--- src/rtl/vga_sync_decoder.sv ---
// Recovers pixel coordinates, active window and line/frame strobes from active-low VGA syncs, with lock tracking.
// Strobes, coordinates and status are registered; no backpressure, one decision per pixel clock.
module vga_sync_decoder #(
   parameter int H_ACT_START = 144,
   parameter int H_ACT       = 640,
   parameter int V_ACT_START = 35,
   parameter int V_ACT       = 480,
   parameter int LOCK_FRAMES = 2
) (
   input  logic        iCLK,
   input  logic        iRST,
   input  logic        iH_SYNC,
   input  logic        iV_SYNC,
   output logic [9:0]  oX,
   output logic [9:0]  oY,
   output logic        oActive,
   output logic        oLineStart,
   output logic        oFrameStart,
   output logic [10:0] oH_Total,
   output logic [10:0] oV_Total,
   output logic        oLocked,
   output logic        oErr
);

   typedef enum logic [1:0] {SEARCH, TRACK, LOCKED} state_t;

   localparam logic [10:0] CNT_MAX = 11'd2047;
   localparam logic [10:0] H_LO    = 11'(H_ACT_START);
   localparam logic [10:0] H_HI    = 11'(H_ACT_START + H_ACT);
   localparam logic [10:0] V_LO    = 11'(V_ACT_START);
   localparam logic [10:0] V_HI    = 11'(V_ACT_START + V_ACT);
   localparam logic [15:0] LOCK_N  = 16'(LOCK_FRAMES);

   state_t      state;
   logic        s_h, s_v, p_h, p_v;
   logic        fall_h, fall_v, boundary, timeout;
   logic [10:0] h_cnt, v_cnt;
   logic        vs_pend;
   logic [11:0] line_len, frame_v_now, frame_h;
   logic        have_h, line_bad, frame_ok, seen;
   logic [10:0] ref_h, ref_v;
   logic [15:0] match;
   logic        h_win, v_win, act_r;
   logic [9:0]  x_r, y_r;

   assign fall_h      = p_h & ~s_h;
   assign fall_v      = p_v & ~s_v;
   assign boundary    = fall_h & (vs_pend | fall_v);
   assign timeout     = (h_cnt == CNT_MAX);
   assign line_len    = {1'b0, h_cnt} + 12'd1;
   assign frame_v_now = {1'b0, v_cnt} + 12'd1;
   // 12-bit compares keep an over-range total from ever matching an 11-bit reference
   assign frame_ok    = have_h & ~line_bad & (frame_h == {1'b0, ref_h}) & (frame_v_now == {1'b0, ref_v});
   assign h_win       = (h_cnt >= H_LO) && (h_cnt < H_HI);
   assign v_win       = (v_cnt >= V_LO) && (v_cnt < V_HI);

   always_ff @(posedge iCLK) begin
      if (iRST) begin
         s_h <= 1'b0; s_v <= 1'b0; p_h <= 1'b0; p_v <= 1'b0;
         h_cnt <= '0; v_cnt <= '0; vs_pend <= 1'b0;
         frame_h <= '0; have_h <= 1'b0; line_bad <= 1'b0;
         oLineStart <= 1'b0; oFrameStart <= 1'b0;
         act_r <= 1'b0; x_r <= '0; y_r <= '0;
      end else begin
         s_h <= iH_SYNC; s_v <= iV_SYNC;
         p_h <= s_h;     p_v <= s_v;
         if (fall_h)
            h_cnt <= '0;
         else if (h_cnt != CNT_MAX)
            h_cnt <= h_cnt + 11'd1;
         if (boundary) begin
            v_cnt   <= '0;
            vs_pend <= 1'b0;
         end else begin
            if (fall_v)
               vs_pend <= 1'b1;
            if (fall_h && v_cnt != CNT_MAX)
               v_cnt <= v_cnt + 11'd1;
         end
         // the line ending on a boundary belongs to the old frame and is not scored
         if (boundary) begin
            frame_h  <= '0;
            have_h   <= 1'b0;
            line_bad <= 1'b0;
         end else if (fall_h) begin
            if (!have_h) begin
               frame_h <= line_len;
               have_h  <= 1'b1;
            end else if (line_len != frame_h) begin
               line_bad <= 1'b1;
            end
         end
         oLineStart  <= fall_h;
         oFrameStart <= boundary;
         act_r <= h_win & v_win;
         x_r   <= (h_win && v_win) ? 10'(h_cnt - H_LO) : '0;
         y_r   <= (h_win && v_win) ? 10'(v_cnt - V_LO) : '0;
      end
   end

   always_ff @(posedge iCLK) begin
      if (iRST) begin
         state   <= SEARCH;
         seen    <= 1'b0;
         ref_h   <= '0;
         ref_v   <= '0;
         match   <= '0;
         oLocked <= 1'b0;
         oErr    <= 1'b0;
      end else begin
         oErr <= 1'b0;
         if (timeout) begin
            state   <= SEARCH;
            seen    <= 1'b0;
            oLocked <= 1'b0;
            oErr    <= (state == LOCKED);
         end else begin
            case (state)
               SEARCH: begin
                  if (boundary) begin
                     if (seen) begin
                        ref_h <= frame_h[10:0];
                        ref_v <= frame_v_now[10:0];
                        match <= '0;
                        state <= TRACK;
                     end else begin
                        seen <= 1'b1;
                     end
                  end
               end
               TRACK: begin
                  if (boundary) begin
                     if (frame_ok) begin
                        match <= match + 16'd1;
                        if (match + 16'd1 == LOCK_N) begin
                           state   <= LOCKED;
                           oLocked <= 1'b1;
                        end
                     end else begin
                        ref_h <= frame_h[10:0];
                        ref_v <= frame_v_now[10:0];
                        match <= '0;
                     end
                  end
               end
               LOCKED: begin
                  if ((fall_h && line_len != {1'b0, ref_h}) ||
                      (boundary && frame_v_now != {1'b0, ref_v})) begin
                     state   <= SEARCH;
                     seen    <= 1'b0;
                     oLocked <= 1'b0;
                     oErr    <= 1'b1;
                  end
               end
               default: state <= SEARCH;
            endcase
         end
      end
   end

   assign oActive  = act_r & oLocked;
   assign oX       = oLocked ? x_r : '0;
   assign oY       = oLocked ? y_r : '0;
   assign oH_Total = oLocked ? ref_h : '0;
   assign oV_Total = oLocked ? ref_v : '0;

endmodule

--- config.mk ---
export PLATFORM = sky130hd
export DESIGN_NAME = vga_sync_decoder
export DESIGN_NICKNAME = d
export VERILOG_FILES = /design/src/rtl/vga_sync_decoder.sv
export SDC_FILE = /design/constraint.sdc
export NUM_CORES = 1
export LEC_CHECK = 0
export ABC_AREA = 1
export CORE_ASPECT_RATIO = 1.75
export CORE_MARGIN = 3
export CORE_UTILIZATION = 56
export DETAILED_ROUTE_END_ITERATION = 6
export MAX_ROUTING_LAYER = met4
export PLACE_DENSITY = 0.78
export SYNTH_ARGS = -nofsm -noshare
export SYNTH_HDL_FRONTEND = slang
export SYNTH_SLANG_ARGS = --single-unit
--- constraint.sdc ---
create_clock -name iCLK -period 2.7 [get_ports iCLK]
set_clock_uncertainty 0.2 [all_clocks]
set_input_delay 0.405 -clock iCLK [delete_from_list [all_inputs] [get_ports iCLK]]
set_output_delay 0.405 -clock iCLK [all_outputs]
set_load 0.02 [all_outputs]
==> flow_summary.toml, run 1 <==
[drt]
wirelength_um = 15800
routed_via_density = 5.41
ant_nets = 0
drc = 0
avgRoutedWirePerCell_um = 14.4
drt-initial-drc-count = 326
dr.pass1.iters = 5
vias = 5920

[synth]
ys_seq_area_frac = 0.360
yosys.area.top_type = "dfxtp_1"
synth-edff-count = 0
ys_ff_latch = 107
synthFlopType = "dfxtp_1"
synth_top_area_share = 0.360
yosys_warnings = 0
async_reset_ff_frac = 0
syn_nets = 916
synth.distinct_cells = 39
ys_top_cells_by_count = "nand2_1 (219), inv_1 (144), dfxtp_1 (107), nor2_1 (100), nand3_1 (73)"
yosys.cell_count.top_type = "nand2_1"
synth_area_um2 = 5950
synthesis.instances = 903
syn_avg_cell_area_um2 = 6.59
synthTopCellsByArea = "dfxtp_1 (36%), nand2_1 (14%), inv_1 (9.1%), nor2_1 (6.3%), nand3_1 (6.1%)"

[critical_path]
critPathSlowestCell = "dfxtp_1"
slowest_delay_ns = 0.50
required_ns = 2.73
r2r_slack_ns = 0.15
cp_max_fo = 14
crit_type = "flop to flop"
cp_common_cell = "nand2_1"
cp_cell_sequence = "nand2_1 > nor2_1 > nand2_2 > nand2_2 > nand2_1 > nand2_1 > nand2_1 > nor2_2 > nand4_4 > o21ai_4 > buf_4 > clkbuf_16 > a21oi_1"
worstPathArrival_ns = 2.58
start_kind = "flop"
ff2ff_path_depth = 13
worstSetupStartpoint = "v_cnt[5]"
r2r_start = "v_cnt[5]"
endpoint_kind = "flop"

[power]
p_sw_uw = 764
peakVddDrop_mv = 0.363
clockPowerShare = 0.417
powerDensity_nw_per_um2 = 452
internal-power_mw = 2.42
swShare = 0.240
p_comb_frac = 0.072
seq_power_share = 0.511
leakage_nw = 3.24

[place]
place.gp.congestion = 0.949
hpwl_um = 11700
port_buffers = 50

[floorplan]
core-area_um2 = 10300
die-area_um2 = 12000
row_count = 49
die_h_um = 142
num_io_pins = 51
initial_core_util = 0.578
fp.dieW_um = 83.9

[clock_tree]
cts_buffers = 9
cts_sinks = 107
path_clk_slew_ns = 0.07
clockBufferDepth = 2
cts_tree = "done"
clkLatencyLatePin_ns = 0.35
cts-root-buf = "clkbuf_16"
cts_hold_buf = 0
htreeDepth = 3

[min_path]
hold_depth = 2
hold_class = "flop to flop"
worstHoldStart = "s_h"

[timing]
min_period_over_period = 0.945
setup_tns_ns = 0
worst-slew-pin-transition_ns = 0.574
layout_min_cycle_time_ns = 2.55
final-hold-violation-count = 0
drv_slew = 0
max_slew_margin = 0.614
setup_viol = 0
rsz0062_at_grt = "no"
hold_ws_ns = 0.242
max_freq_mhz = 392

[global_route]
grt_antenna_before_repair = 0
grt_max_degree = 46
grt_pass1_vias = 5741
grtUsageTotal = 0.275
grt_pass1_wl_um = 25800
grt_overflow = 0

[run]
cap_violations = 0

[outcome]
outcome = "complete, no violations"

[cells_and_area]
layout-drive-gt1-share = 0.0951
n_antenna_cell = 0
nets = 976
syn_to_final_growth_pct = 18.5
==> cell usage in the layout, fill, tap and decap left out, drive strengths merged, types with 3 or more instances in the layout <==
cell           instances
buf                   27
nand4                 12
dfxtp                107
xnor2                 10
nor3                  18
a21oi                 64
o21ai                 48
nor2                 106
clkdlybuf4s50         50
xor2                  21
nand2                223
ha                     9
nand3                 75
clkinv                 4
clkbuf                12
or2                    6
o211ai                 3
a211oi                14
nor4                   3
inv                  146
==> logic make-up after synthesis <==
group,synth area share
xor+xnor,0.0456
fa+ha+maj,0.0189
buf+inv,0.121
compound gates,0.132
simple gates,0.322
flops,0.360
==> worst max-delay path, delay by kind of cell (launching register included) <==
| family | cells | cell delay, ns |
|---|---|---|
| compound gates | 2 | 0.34 |
| simple gates | 9 | 1.07 |
| flops | 1 | 0.50 |
| buf+inv | 2 | 0.34 |
==> state kept, by name, summed over array words and instances, names as in the netlist <==
| register | cells |
|---|---|
| vs_pend | 1 |
| ref_h | 11 |
| act_r | 1 |
| oErr | 1 |
| p_h | 1 |
| x_r | 10 |
| s_h | 1 |
| oLineStart | 1 |
| line_bad | 1 |
| state | 2 |
| ref_v | 11 |
| oLocked | 1 |
| frame_h | 12 |
| have_h | 1 |
| p_v | 1 |
| match | 16 |
| y_r | 10 |
| h_cnt | 11 |
| s_v | 1 |
| seen | 1 |
| oFrameStart | 1 |
| v_cnt | 11 |
==> metrics by stage <==
stage | util | worst slack [ns] | instances | area (um^2) | power (mW)
final | 0.685 | 0.149 | 1094 | 7050 | 3.19
after floorplan | - | 0.329 | 903 | 5950 | 1.82
after CTS | 0.673 | 0.0221 | 1088 | 6940 | 3.19
after global routing | 0.685 | 0.00122 | 1094 | 7050 | 3.29
after detailed placement | 0.644 | 0.0169 | 1073 | 6640 | 1.88
after global placement | 0.644 | 0.120 | 1073 | 6640 | 1.88
==> final cells by class <==
cell class	count	area, um^2
clock buffers	11	243
clock inverters	4	51.3
fillers	933	3250
inverters	148	556
multi-input cells	619	3140
flip-flops and latches	107	2150
well taps	127	159
repair buffers	78	753
==> worst paths after layout <==
kind / to
max: ref_h[2]
min: p_h
max reg2reg: ref_h[2]
min reg2reg: p_h
==> metal layers <==
| metal | track usage | wire [um] | up-vias |
|---|---|---|---|
| li1 | - | - | 2961 |
| met1 | 0.265 | 5680 | 2713 |
| met2 | 0.511 | 8500 | 173 |
| met3 | 0.0365 | 569 | 73 |
| met4 | 0.172 | 1020 | 0 |
| met5 | - | 0 | - |
==> what timing repair did <==
| action | in CTS | in global routing |
|---|---|---|
| resized for setup | 1 | 16 |
| pin swaps | 0 | 5 |
| buffers inserted | 0 | 5 |
| setup endpoints to repair | 5 | 41 |
| endpoints found under the hold margin | 0 | 0 |
| cloned | 0 | 1 |
==> power groups by stage <==
stage | Clock (mW) | Sequential (mW) | Combinational, mW
5_1_grt | 1.40 | 1.63 | 0.257
4_1_cts | 1.34 | 1.63 | 0.223
6_report | 1.33 | 1.63 | 0.228
3_5_place_dp | 0 | 1.66 | 0.220
3_3_place_gp | 0 | 1.66 | 0.218
2_1_floorplan | 0 | 1.66 | 0.161
(Power assumes the default switching activity.)
==> run 2, diff against run 1 <==
--- a/config.mk
+++ b/config.mk
@@ -9,9 +9,11 @@
 export CORE_ASPECT_RATIO = 1.75
 export CORE_MARGIN = 3
 export CORE_UTILIZATION = 56
+export CTS_CLUSTER_SIZE = 8
 export DETAILED_ROUTE_END_ITERATION = 6
 export MAX_ROUTING_LAYER = met4
 export PLACE_DENSITY = 0.78
+export REMOVE_ABC_BUFFERS = 1
 export SYNTH_ARGS = -nofsm -noshare
 export SYNTH_HDL_FRONTEND = slang
 export SYNTH_SLANG_ARGS = --single-unit
==> run 2 against run 1 <==
Wire length down 1.9%; clock power is essentially flat; utilization grew 0.39 points; global-route usage increased by 0.20 points; sequential power is essentially flat; largest cell class unchanged; sequential share of layout area shrank 0.066 points; critical path depth rose by 2.
==> flow_summary.toml, run 2 (same netlist as run 1, synthesis figures left out) <==
[min_path]
hold_depth = 2
hold_class = "flop to flop"
worstHoldStart = "s_h"

[clock_tree]
cts_tree = "done"
cts-root-buf = "clkbuf_16"
cts_buffers = 9
clkLatencyLatePin_ns = 0.36
htreeDepth = 3
clockBufferDepth = 2
path_clk_slew_ns = 0.07
cts_sinks = 107
cts_hold_buf = 0

[drt]
wirelength_um = 15500
ant_nets = 0
routed_via_density = 5.39
avgRoutedWirePerCell_um = 14.1
drt-initial-drc-count = 339
vias = 5908
drc = 0
dr.pass1.iters = 5

[cells_and_area]
finalCoreUtilization = 0.688
layout-drive-gt1-share = 0.104
largest_registers = "match (16), frame_h (12)"
largest-register = "match"
regArea_um2 = 2160
n_antenna_cell = 0
fillCellCount = 929
most-common-layout-cells = "nand2_1 (218), inv_1 (143), dfxtp_1 (99)"
syn_to_final_growth_pct = 19.1
largest_reg_flops = 16
multi_input_area_um2 = 3160
nets = 978
layout_commonest_cell = "nand2_1"

[floorplan]
num_io_pins = 51
row_count = 49
die-area_um2 = 12000
initial_core_util = 0.578
fp.dieW_um = 83.9
core-area_um2 = 10300
die_h_um = 142

[critical_path]
ff2ff_path_depth = 15
required_ns = 2.78
crit_type = "flop to flop"
r2r_start = "v_cnt[0]"
endpoint_kind = "flop"
worstSetupStartpoint = "v_cnt[0]"
worstPathArrival_ns = 2.59
cp_max_fo = 14
start_kind = "flop"

[place]
place_ws_ns = 0.0323
port_buffers = 50
hpwl_um = 11600
place.gp.congestion = 0.954

[power]
peakVddDrop_mv = 0.372
powerDensity_nw_per_um2 = 448
leakage_nw = 3.24

[global_route]
grt_antenna_before_repair = 0
grtUsageTotal = 0.277
grt_overflow = 0
grt_pass1_wl_um = 26000
grt_max_degree = 46
grt_pass1_vias = 5751

[timing]
hold_ws_ns = 0.236
layout_min_cycle_time_ns = 2.51
finalWorstSetupSlack_ns = 0.193
final-hold-violation-count = 0
drv_slew = 0
min_period_over_period = 0.929
worst-slew-pin-transition_ns = 0.485
max_freq_mhz = 399
max_slew_margin = 0.674
setup_viol = 0

[outcome]
outcome = "complete, no violations"

[run]
cap_violations = 0
## run 2: cell types whose count changed in the layout (fill, tap and decap cells not counted), moves of 2 or more
cell and change:
dfxtp_2 +3, buf_4 +2, nor2_2 -2, dfxtp_1 -4
## run 2: stage by stage
step	TNS (ns)	cells	power, mW	cell area [um^2]
3_5_place_dp	0	1073	1.88	6630
4_1_cts	0	1089	3.19	6930
5_1_grt	-0.106	1097	3.28	7090
3_3_place_gp	0	1073	1.88	6630
6_report	0	1097	3.18	7090
2_1_floorplan	-7.75	874	1.81	5790
## run 2: worst paths after layout
check                                end  slack [ns]
worst max-delay path            ref_v[6]        0.19
worst min-delay path                 p_h        0.24
worst max register to register  ref_v[6]        0.19
worst min register to register       p_h        0.24
## run 2: area by class of cell
type | count | area share
clock buffers | 11 | 0.0356
well taps | 127 | 0.0224
multi-input cells | 619 | 0.446
inverters | 148 | 0.0783
flip-flops and latches | 107 | 0.304
clock inverters | 5 | 0.00635
repair buffers | 80 | 0.107
## run 2: timing repair
action	CTS	global route
pin swaps	0	5
setup buffers	0	8
resized for setup	1	30
endpoints found under the setup margin	2	43
endpoints found under the hold margin	0	0
## run 2: where the power goes
part / total, mW / internal, mW / switching, mW / leakage [nW]
clock network: 1.32 / 0.690 / 0.631 / 0.144
registers: 1.63 / 1.60 / 0.0325 / 0.869
logic: 0.226 / 0.0796 / 0.146 / 2.23
total: 3.18 / 2.37 / 0.809 / 3.24
## run 2: metal layers
layer	share of wire	track usage	vias to the layer above
met3	0.040	0.0440	68
li1	-	-	2975
met1	0.36	0.269	2695
met5	0	-	-
met2	0.55	0.516	170
met4	0.050	0.155	0
## run 2: critical path, cell delays in order (launching register included)
cell,delay [ns]
dfxtp_4,0.38
ha_2,0.19
inv_1,0.10
nand2_2,0.10
nand2_1,0.08
nand2_1,0.07
nand2_1,0.04
nor2_1,0.13
nand3_1,0.13
nor2_4,0.17
nand4_4,0.15
o21ai_4,0.19
buf_4,0.14
buf_8,0.13
o21ai_0,0.09
a21oi_1,0.14
